File: src/rtl/spi_2_cmd_arbiter.sv
// spi_2_cmd_arbiter: round-robin scheduler sharing one SPI master command port among NREQ requesters,
// routing each result back to the requester that issued the previously accepted command.
module spi_2_cmd_arbiter #(
  parameter int NREQ = 4,
  parameter int DWIDTH = 32,
  parameter int AWIDTH = 8,
  parameter int S_ADDR_WIDTH = 2,
  parameter int CWIDTH = S_ADDR_WIDTH + 3 + AWIDTH + DWIDTH
) (
  input  logic                   clk,
  input  logic                   rst_n,
  input  logic [NREQ-1:0]        req,
  input  logic [NREQ*CWIDTH-1:0] req_cmd,
  output logic [NREQ-1:0]        req_ack,
  output logic [NREQ-1:0]        rsp_valid,
  output logic [DWIDTH-1:0]      rsp_data,
  input  logic [1:0]             cfg_in,
  output logic                   master_en,
  output logic [CWIDTH-1:0]      driver_data,
  output logic [1:0]             driver_cfg,
  input  logic                   driver_read,
  input  logic [DWIDTH-1:0]      spi_slv_read_data,
  output logic                   proto_err
);
  localparam int IW = $clog2(NREQ);
  typedef enum logic [1:0] {IDLE, ISSUE, ARB, DRAIN} state_t;
  state_t state, state_nx;
  logic [IW-1:0] ptr, ptr_nx, cur, cur_nx, oid, oid_nx, g, j;
  logic ov, ov_nx, hit, men_nx, perr_nx;
  logic [CWIDTH-1:0] dd_nx;
  logic [1:0] cfg_nx;
  logic [NREQ-1:0] ack_nx, rv_nx;
  logic [DWIDTH-1:0] rd_nx;
  always_comb begin
    g = ptr;
    hit = 1'b0;
    j = ptr;
    for (int k = 0; k < NREQ; k++) begin
      j = (j == IW'(NREQ - 1)) ? '0 : j + 1'b1;
      if (!hit && req[j]) begin
        g = j;
        hit = 1'b1;
      end
    end
  end
  always_comb begin
    state_nx = state;
    ptr_nx = ptr;
    cur_nx = cur;
    ov_nx = ov;
    oid_nx = oid;
    men_nx = master_en;
    dd_nx = driver_data;
    cfg_nx = driver_cfg;
    ack_nx = '0;
    rv_nx = '0;
    rd_nx = rsp_data;
    perr_nx = proto_err;
    case (state)
      IDLE: begin
        cfg_nx = cfg_in;
        perr_nx = proto_err | driver_read;
        if (hit) begin
          cur_nx = g;
          dd_nx = req_cmd[g*CWIDTH +: CWIDTH];
          men_nx = 1'b1;
          state_nx = ISSUE;
        end
      end
      ISSUE: if (driver_read) begin
        ack_nx[cur] = 1'b1;
        if (ov) begin
          rv_nx[oid] = 1'b1;
          rd_nx = spi_slv_read_data;
        end
        ov_nx = 1'b1;
        oid_nx = cur;
        ptr_nx = cur;
        state_nx = ARB;
      end
      ARB: begin
        perr_nx = proto_err | driver_read;
        if (hit) begin
          cur_nx = g;
          dd_nx = req_cmd[g*CWIDTH +: CWIDTH];
        end
        state_nx = hit ? ISSUE : DRAIN;
      end
      DRAIN: begin
        // the closing pulse wins over a rejoining request in the same cycle
        if (driver_read) begin
          if (ov) begin
            rv_nx[oid] = 1'b1;
            rd_nx = spi_slv_read_data;
          end
          ov_nx = 1'b0;
          men_nx = 1'b0;
          state_nx = IDLE;
        end else if (hit) begin
          cur_nx = g;
          dd_nx = req_cmd[g*CWIDTH +: CWIDTH];
          state_nx = ISSUE;
        end
      end
      default: state_nx = IDLE;
    endcase
  end
  always_ff @(posedge clk or negedge rst_n) begin
    if (!rst_n) begin
      state <= IDLE;
      ptr <= IW'(NREQ - 1);
      cur <= '0;
      ov <= 1'b0;
      oid <= '0;
      master_en <= 1'b0;
      driver_data <= '0;
      driver_cfg <= 2'b00;
      req_ack <= '0;
      rsp_valid <= '0;
      rsp_data <= '0;
      proto_err <= 1'b0;
    end else begin
      state <= state_nx;
      ptr <= ptr_nx;
      cur <= cur_nx;
      ov <= ov_nx;
      oid <= oid_nx;
      master_en <= men_nx;
      driver_data <= dd_nx;
      driver_cfg <= cfg_nx;
      req_ack <= ack_nx;
      rsp_valid <= rv_nx;
      rsp_data <= rd_nx;
      proto_err <= perr_nx;
    end
  end
endmodule

File: config.mk
export PLATFORM = sky130hd
export DESIGN_NAME = spi_2_cmd_arbiter
export DESIGN_NICKNAME = d
export VERILOG_FILES = /design/src/rtl/spi_2_cmd_arbiter.sv
export SDC_FILE = /design/constraint.sdc
export NUM_CORES = 1
export LEC_CHECK = 0
export ABC_CLOCK_PERIOD_IN_PS = 5450
export BUFFER_PORTS_ARGS = -buffer_cell sky130_fd_sc_hd__clkbuf_2
export CORE_ASPECT_RATIO = 0.9
export CORE_MARGIN = 5
export CORE_UTILIZATION = 40
export CTS_CLUSTER_DIAMETER = 60
export DETAILED_ROUTE_END_ITERATION = 6
export HOLD_SLACK_MARGIN = 0.06
export PLACE_DENSITY = 0.77
export SLEW_MARGIN = 20
export SYNTH_ARGS = -nofsm -noshare
export SYNTH_HDL_FRONTEND = slang
export SYNTH_SLANG_ARGS = --single-unit
File: constraint.sdc
create_clock -name clk -period 5.45 [get_ports clk]
set_input_delay 0.545 -clock clk [delete_from_list [all_inputs] [get_ports clk]]
set_output_delay 0.545 -clock clk [all_outputs]
set_load 0.01 [all_outputs]
# Word level (Yosys, flattened, before mapping)
# Cells that the tools add are included.
# classes
addsub,4
multipliers,1
n_lt_le_gt_ge,8
eq_ne,11
shift,1
mux,45
n_bitwise,1
reduce_logical,19
# op_table
cell,count
variable part select 180 x 9 -> 45 bit,1
two-way mux 45 bit,2
case mux 45 bit (2 select lines),1
two-way mux 2 bit,14
two-way mux 4 bit,5
"less-than comparator 2 x 3 -> 1 bit, second input constant",6
two-way mux 1 bit,13
"== test 2 bit, second input constant",6
AND reduction 3 bit,3
"adder 2 x 1 -> 2 bit, second input constant",4
binary-select mux 1 bit (select 2 bit),4
"multiplier 2 x 6 -> 8 bit, second input constant",1
"!= test 2 bit, second input constant",4
case mux 2 bit (4 select lines),1
nonzero test 2 bit,3
logical AND 1 bit,5
demux 1 bit (select 2 bit),2
">= comparator 2 x 1 -> 1 bit, second input constant",2
case mux 1 bit (2 select lines),2
case mux 2 bit (2 select lines),1
AND reduction 2 bit,2
OR reduction 2 bit,2
zero test 1 bit,3
"== test 2 x 1 -> 1 bit, second input constant",1
2 further kinds,2
# word_totals
register_bits,98
input_bits,221
word_cells,102

# Depth between registers and ports, before layout
# Gate-level depths: netlist of the first run.
# depth
ltp_word,19
mapped_depth,10
depth_no_buf,7

# Worst setup path before layout of the first run
# OpenSTA, ideal clock, no wires.
# synth_timing
path_kind,register to register
startpoint,register ptr[0]
endpoint,register driver_data[0]
setup_time_ns,0.132
arrival_ns,2.348
required_time_ns,5.318
path_slack_ns,2.971
path_stages_with_launch,10
path_buffers,3
synth_period_minus_slack_ns,2.479
path_cell_list,dfstp_2 > ha_1 > buf_2 > inv_1 > mux2_2 > a32oi_1 > buf_2 > buf_2 > mux2i_1 > o221ai_2
# synth_via
elab_chain_len,19
elab_cells_between_ends,39
# synth_rtl
item,line,source
"start, declared",28,"logic [IW-1:0] ptr, ptr_nx, cur, cur_nx, oid, oid_nx, g, j;"
"start signal, assigned",111,ptr <= IW'(NREQ - 1);
"start signal, assigned",124,ptr <= ptr_nx;
branches (longest 16 deep; another with adder 2 x 1 -> 2 bit),n/a,
two-way mux 45 bit *,"63, 83, 99",
two-way mux 45 bit,91,if (driver_read) begin
case mux 45 bit (2 select lines) *,59,case (state)
"end signal, assigned",129,driver_data <= dd_nx;
"end, declared",19,"output logic [CWIDTH-1:0] driver_data,"
# Mark *: on every way between the ends. The select of a mux whose other input is x is not followed.
# A chain may end at the register's enable or synchronous reset.

# Worst setup path in the final report of the first run
# layout_timing
startpoint,register ptr[0]
endpoint,register driver_data[23]
# The elaborated chain is that of the path after synthesis.

==> results of run 1 <==
routing by layer:
metal  wire length [um]  up-vias  track usage (%)
met5                  0        -                0
met4                402        0             6.56
met3               1060       35             5.23
met2               8710      176             36.4
met1               5960     2273             24.5
li1                   -     2179                -
cells in the mapped netlist (3+ instances only):
cell	count
a21oi_1	6
buf_4	4
nand3_1	3
o221ai_1	6
nor3b_1	3
buf_6	6
inv_1	5
mux2_2	35
a21o_1	4
mux2i_1	91
nand2b_1	4
o221ai_2	39
nor2_1	10
buf_2	11
dfrtp_1	96
nand2_1	66
clkbuf_1	14
stage by stage:
stage                     hold slack [ns]  cells  total power (uW)  util, %  area [um2]
after floorplan                     0.249    432              2570        -        5260
after global placement              0.448    876              3120     54.0        6900
after detailed placement            0.472    877              3230     54.2        6930
after CTS                           0.163    891              3870     56.5        7220
after global routing                0.175    891              4070     56.5        7220
final                               0.152    891              3830     56.5        7220
worst max-delay path: stages (launching register included):
cell	delay, ns
dfstp_2	0.40
ha_1	0.23
nor2_1	0.28
mux4_2	0.56
nand2b_1	0.17
a221oi_2	0.44
or3_2	0.53
buf_4	0.49
o221ai_1	0.17
layout make-up:
cell class	count	area share [%]
flip-flops and latches	98	34.0
inverters	5	0.260
clock buffers	10	3.31
clock inverters	4	0.728
repair buffers	316	22.8
well taps	164	2.84
multi-input cells	294	36.1
state kept, by name, summed over array words and instances (netlist names):
name         count
req_ack          4
driver_cfg       2
state            2
rsp_valid        4
ov               1
oid              2
ptr              2
driver_data     45
proto_err        1
master_en        1
cur              2
rsp_data        32
worst min-delay path by stage:
stage,to,from,slack (ns),cells past startpoint
after floorplan,cur[0],rst_n,0.25,0
after global placement,proto_err,proto_err,0.45,1
after detailed placement,ov,ov,0.47,2
after CTS,driver_cfg[0],rst_n,0.16,1
after global routing,proto_err,rst_n,0.17,1
final,proto_err,rst_n,0.15,1
cells by family (layout without fill, tap and decap cells):
| logic type | Yosys count | after routing | share of synthesized area (%) |
|---|---|---|---|
| compound gates | 69 | 69 | 15.5 |
| fa+ha+maj | 1 | 1 | 0.238 |
| buf+inv | 40 | 335 | 4.26 |
| flops | 98 | 98 | 46.7 |
| mux | 127 | 127 | 25.3 |
| simple gates | 97 | 97 | 8.07 |
power groups by stage:
| stage | Combinational, uW | Clock, uW | Sequential (uW) |
|---|---|---|---|
| finish | 2010 | 630 | 1180 |
| CTS | 2050 | 643 | 1180 |
| detailed placement | 2050 | 0 | 1190 |
| global placement | 1940 | 0 | 1180 |
| floorplan | 1290 | 0 | 1280 |
| global route | 2180 | 674 | 1220 |
==> flow_summary.json, run 1 <==
{
  "status": "finished clean",
  "grt_usage_pct": 20.7,
  "die-area_mm2": 0.0155,
  "cts_root_buffer": "clkbuf_16",
  "hpwl_um": 13000,
  "cts_buffers": 9,
  "critPathCaptureType": "register",
  "p_leak_uw": 0.00385,
  "ff2ff_path_depth": 8,
  "yosysTopAreaCellShare_pct": 45.7,
  "dieHeight_um": 119,
  "final_layout_size_suffix_gt1_share_pct": 57.2,
  "rr_startpoint": "ptr[0]",
  "seqCellArea_mm2": 0.00245,
  "clkPwrFrac_pct": 16.5,
  "ys_seq_area_share_pct": 46.7,
  "startpoint_type": "register",
  "synth_seq_cells": 98,
  "path_clk_slew_ns": 0.07,
  "fill_cells": 1110,
  "antenna_found_initial": 0,
  "rsz0062_at_grt": "false",
  "startpoint": "ptr[0]",
  "final_cell_mix": "clkbuf_2, dfrtp_1, mux2i_1, nand2_1, o221ai_2",
  "netlist_area_mm2": 0.00526,
  "grt_pass1_vias": 5034,
  "worstPathArrival_ns": 3.64,
  "finalSetupViolations": 0,
  "clk_latency_ns": 0.34,
  "critPathKind": "reg -> reg",
  "core_area_mm2": 0.0128,
  "post_cts_resized": 0,
  "seq_power_share_pct": 30.9,
  "cts_hold_buf": 0,
  "synth_edf_count": 0,
  "synthToLayoutAreaGrowth_pct": 37.4,
  "grt-ovfl-total": 0,
  "diodes": 0,
  "num_io_pins": 310,
  "post_cts_buffers": 0,
  "dp_slack_ns": 1.87,
  "endpoint": "driver_data[23]",
  "worst_pin_slew_ns": 0.848,
  "antenna_left": 0,
  "power_switching_uw": 1530,
  "placementRows": 39,
  "initial_core_util_pct": 41.1,
  "multi_input_area_mm2": 0.00261,
  "viasPerCell": 5.23,
  "totalWireLength_um": 16100,
  "fin_skew_ns": 0.00727,
  "power.density_mw_per_mm2": 530,
  "die_w_um": 131,
  "grt_pass1_wl_um": 25600,
  "slew_viol_final": 0,
  "synthCells": 432,
  "pwr-share-comb_pct": 52.6,
  "max-vdd-ir-drop_mv": 0.273,
  "fmax_ghz": 0.291,
  "r2r_slack_ns": 2.01,
  "portBuffers": 309,
  "nets": 946,
  "drc": 0,
  "hold_violations": 0,
  "setup_ws_ns": 2.01,
  "finalCriticalPeriod_ns": 3.44,
  "min_period_over_period_pct": 63.1,
  "path_max_fanout": 29,
  "clock_sinks": 98,
  "routed-via-count": 4663,
  "gp_congestion": 0.873,
  "p_int_uw": 2300,
  "syn-num-nets": 654,
  "max-slew-margin-rel_pct": 43.5,
  "yosys_warnings": 0,
  "synth_top_flop_cell": "dfrtp_1",
  "hp-class": "in -> async",
  "routedWlPerCell_um": 18.1,
  "switching_share_pct": 39.8,
  "ys_types": 40,
  "maxCapViolCount": 0,
  "async_flop_share_pct": 100,
  "cts_tree": "yes",
  "grt_max_degree": 64,
  "layout_commonest_cell": "clkbuf_2",
  "drt_iter0_drc": 165,
  "cts_buffer_depth": 2,
  "yosys-top-cells-area": "dfrtp_1, mux2i_1, o221ai_2, mux2_2, nand2_1",
  "reg2reg_to": "driver_data[23]",
  "synth.avg_cell_area_um2": 12.2,
  "required_ns": 5.65,
  "drt_pass1_iterations": 4,
  "cts_htree_levels": 3,
  "setup_tns_ns": 0,
  "synth_area_leader_cell": "dfrtp_1"
}
Power figures use the tool's default switching activity.
==> run 2, diff against run 1 <==
Settings changed: ABC_CLOCK_PERIOD_IN_PS 5450 to 3200.
Clock period 5.45 ns to 3.2 ns, I/O delays scaled along.
==> run 2 against run 1 <==
  * Final area grew 0.68%
  * Flip-flop and latch count is the same
  * Largest power group unchanged
  * First-iteration DRC count grew 40%
  * Highest routed layer unchanged
  * Via count grew 0.17%
  * Sequential share of layout area shrank 0.23 points
  * Final cell count grew 1.0%
  * Combinational power grew 70%
  * Power grew 71%
  * Global-route usage grew 0.27 points
  * Clock power grew 78%
  * Sequential power grew 71%
==> flow_summary.json, run 2 (synthesized netlist as in run 1, its figures left out) <==
{
  "path_clk_slew_ns": 0.07,
  "num_io_pins": 310,
  "required_ns": 3.45,
  "grt-ovfl-total": 0,
  "cts_root_buffer": "clkbuf_16",
  "antenna_found_initial": 0,
  "worst_pin_slew_ns": 0.765,
  "rr_startpoint": "ptr[0]",
  "dp_cells": 884,
  "crit_path_top_delay_cell": "dfstp_2",
  "routedWlPerCell_um": 18.2,
  "rsz0062_at_grt": "false",
  "portBuffers": 309,
  "cp.depth": 8,
  "cts_hold_buf": 0,
  "fin_skew_ns": 0.00910,
  "maxCapViolCount": 0,
  "ff2ff_path_depth": 8,
  "post_cts_resized": 0,
  "hold_violations": 0,
  "hpwl_um": 13300,
  "critPathKind": "reg -> reg",
  "critPathCaptureType": "register",
  "cp_top_family": "simple AND/OR/NAND/NOR gates",
  "top_regs": "driver_data (45), rsp_data (32)",
  "crit_chain": "ha_1 > or4b_4 > a21boi_1 > o22ai_2 > a221oi_2 > or3_2 > buf_4 > o221ai_1",
  "drt_iter0_drc": 231,
  "placementRows": 39,
  "regMostFlops": "driver_data",
  "grt_max_degree": 63,
  "clock_sinks": 98,
  "max-vdd-ir-drop_mv": 0.463,
  "min_period_over_period_pct": 92.3,
  "seq_power_share_pct": 30.8,
  "nets": 953,
  "p_int_uw": 3930,
  "die-area_mm2": 0.0155,
  "slew_viol_final": 0,
  "final_cell_mix": "clkbuf_2, dfrtp_1, mux2i_1, nand2_1, o221ai_2",
  "grt_pass1_wl_um": 25600,
  "pwr-share-comb_pct": 52.1,
  "die_w_um": 131,
  "cts_buffer_depth": 2,
  "status": "finished clean",
  "layout_commonest_cell": "clkbuf_2",
  "core_area_mm2": 0.0128,
  "power.density_mw_per_mm2": 902,
  "clkPwrFrac_pct": 17.1,
  "largest_reg_flops": 45,
  "p_leak_uw": 0.00388,
  "max-slew-margin-rel_pct": 49.0,
  "path_buf_inv": 1,
  "finalSetupViolations": 0,
  "r2r_slack_ns": 0.25,
  "drc": 0,
  "post_cts_buffers": 0,
  "viasPerCell": 5.19,
  "finalCriticalPeriod_ns": 2.95,
  "startpoint_type": "register",
  "setup_ws_ns": 0.245,
  "drt_pass1_iterations": 4,
  "setup_tns_ns": 0,
  "switching_share_pct": 40.1,
  "path_max_fanout": 32,
  "cts_htree_levels": 3,
  "totalWireLength_um": 16400,
  "fmax_ghz": 0.338,
  "total_power_uw": 6560,
  "gp_congestion": 0.892,
  "diodes": 0,
  "cts_buffers": 9,
  "hp-class": "in -> async",
  "final_layout_size_suffix_gt1_share_pct": 57.7,
  "reg2reg_to": "driver_data[22]",
  "antenna_left": 0,
  "dieHeight_um": 119,
  "cp_slowest_stage_delay_ns": 0.60,
  "initial_core_util_pct": 41.1,
  "grt_usage_pct": 21.0,
  "instances_no_fill": 900,
  "dp_slack_ns": 0.278,
  "worstPathArrival_ns": 3.20,
  "routed-via-count": 4671,
  "cts_tree": "yes",
  "final_util_pct": 56.9,
  "synthToLayoutAreaGrowth_pct": 38.3,
  "grt_pass1_vias": 5004,
  "power_switching_uw": 2630,
  "clk_latency_ns": 0.35
}
-- run 2: cell types whose count changed in the layout (fill, tap and decap cells not counted) --
cell / change
clkbuf_8: -1
clkinvlp_4: +1
buf_16: -1
inv_8: +2
buf_4: +8
-- run 2: final cells by class --
class                      count  area, um2
clock buffer                   9        225
clock inverter                 7       82.6
fill                        1119       5510
inverter                       5       18.8
multi-input combinational    294       2610
sequential                    98       2450
tap                          164        205
timing repair buffer         323       1680
-- run 2: worst max path at each step --
stage | startpoint | endpoint | slack (ns)
floorplan | ptr[0] | driver_data[0] | 0.72
detailed placement | ptr[0] | driver_data[26] | 0.28
CTS | ptr[0] | driver_data[26] | 0.25
global route | ptr[0] | driver_data[22] | 0.07
global placement | ptr[0] | driver_data[22] | 0.40
finish | ptr[0] | driver_data[22] | 0.25
-- run 2: per-stage QoR --
stage                     instance area (um2)  hold slack, ns
after floorplan                          5260          0.0244
after global placement                   6960           0.427
after detailed placement                 6960           0.452
after CTS                                7270          0.0701
after global routing                     7270           0.107
final                                    7270          0.0457
-- run 2: metal layers --
metal	global-route usage [%]	share of wire, %	wire length [um]	vias up
met2	36.8	53	8690	197
met3	5.28	6.7	1090	35
li1	-	-	-	2190
met4	6.23	2.5	402	0
met5	0	0	0	-
met1	25.1	38	6190	2249
-- run 2: power groups by stage --
stage,Combinational (uW),Clock [uW],Sequential [uW]
2_1_floorplan,2200,0,2180
3_3_place_gp,3340,0,2010
3_5_place_dp,3470,0,2030
4_1_cts,3470,1150,2020
5_1_grt,3700,1220,2080
6_report,3420,1120,2020
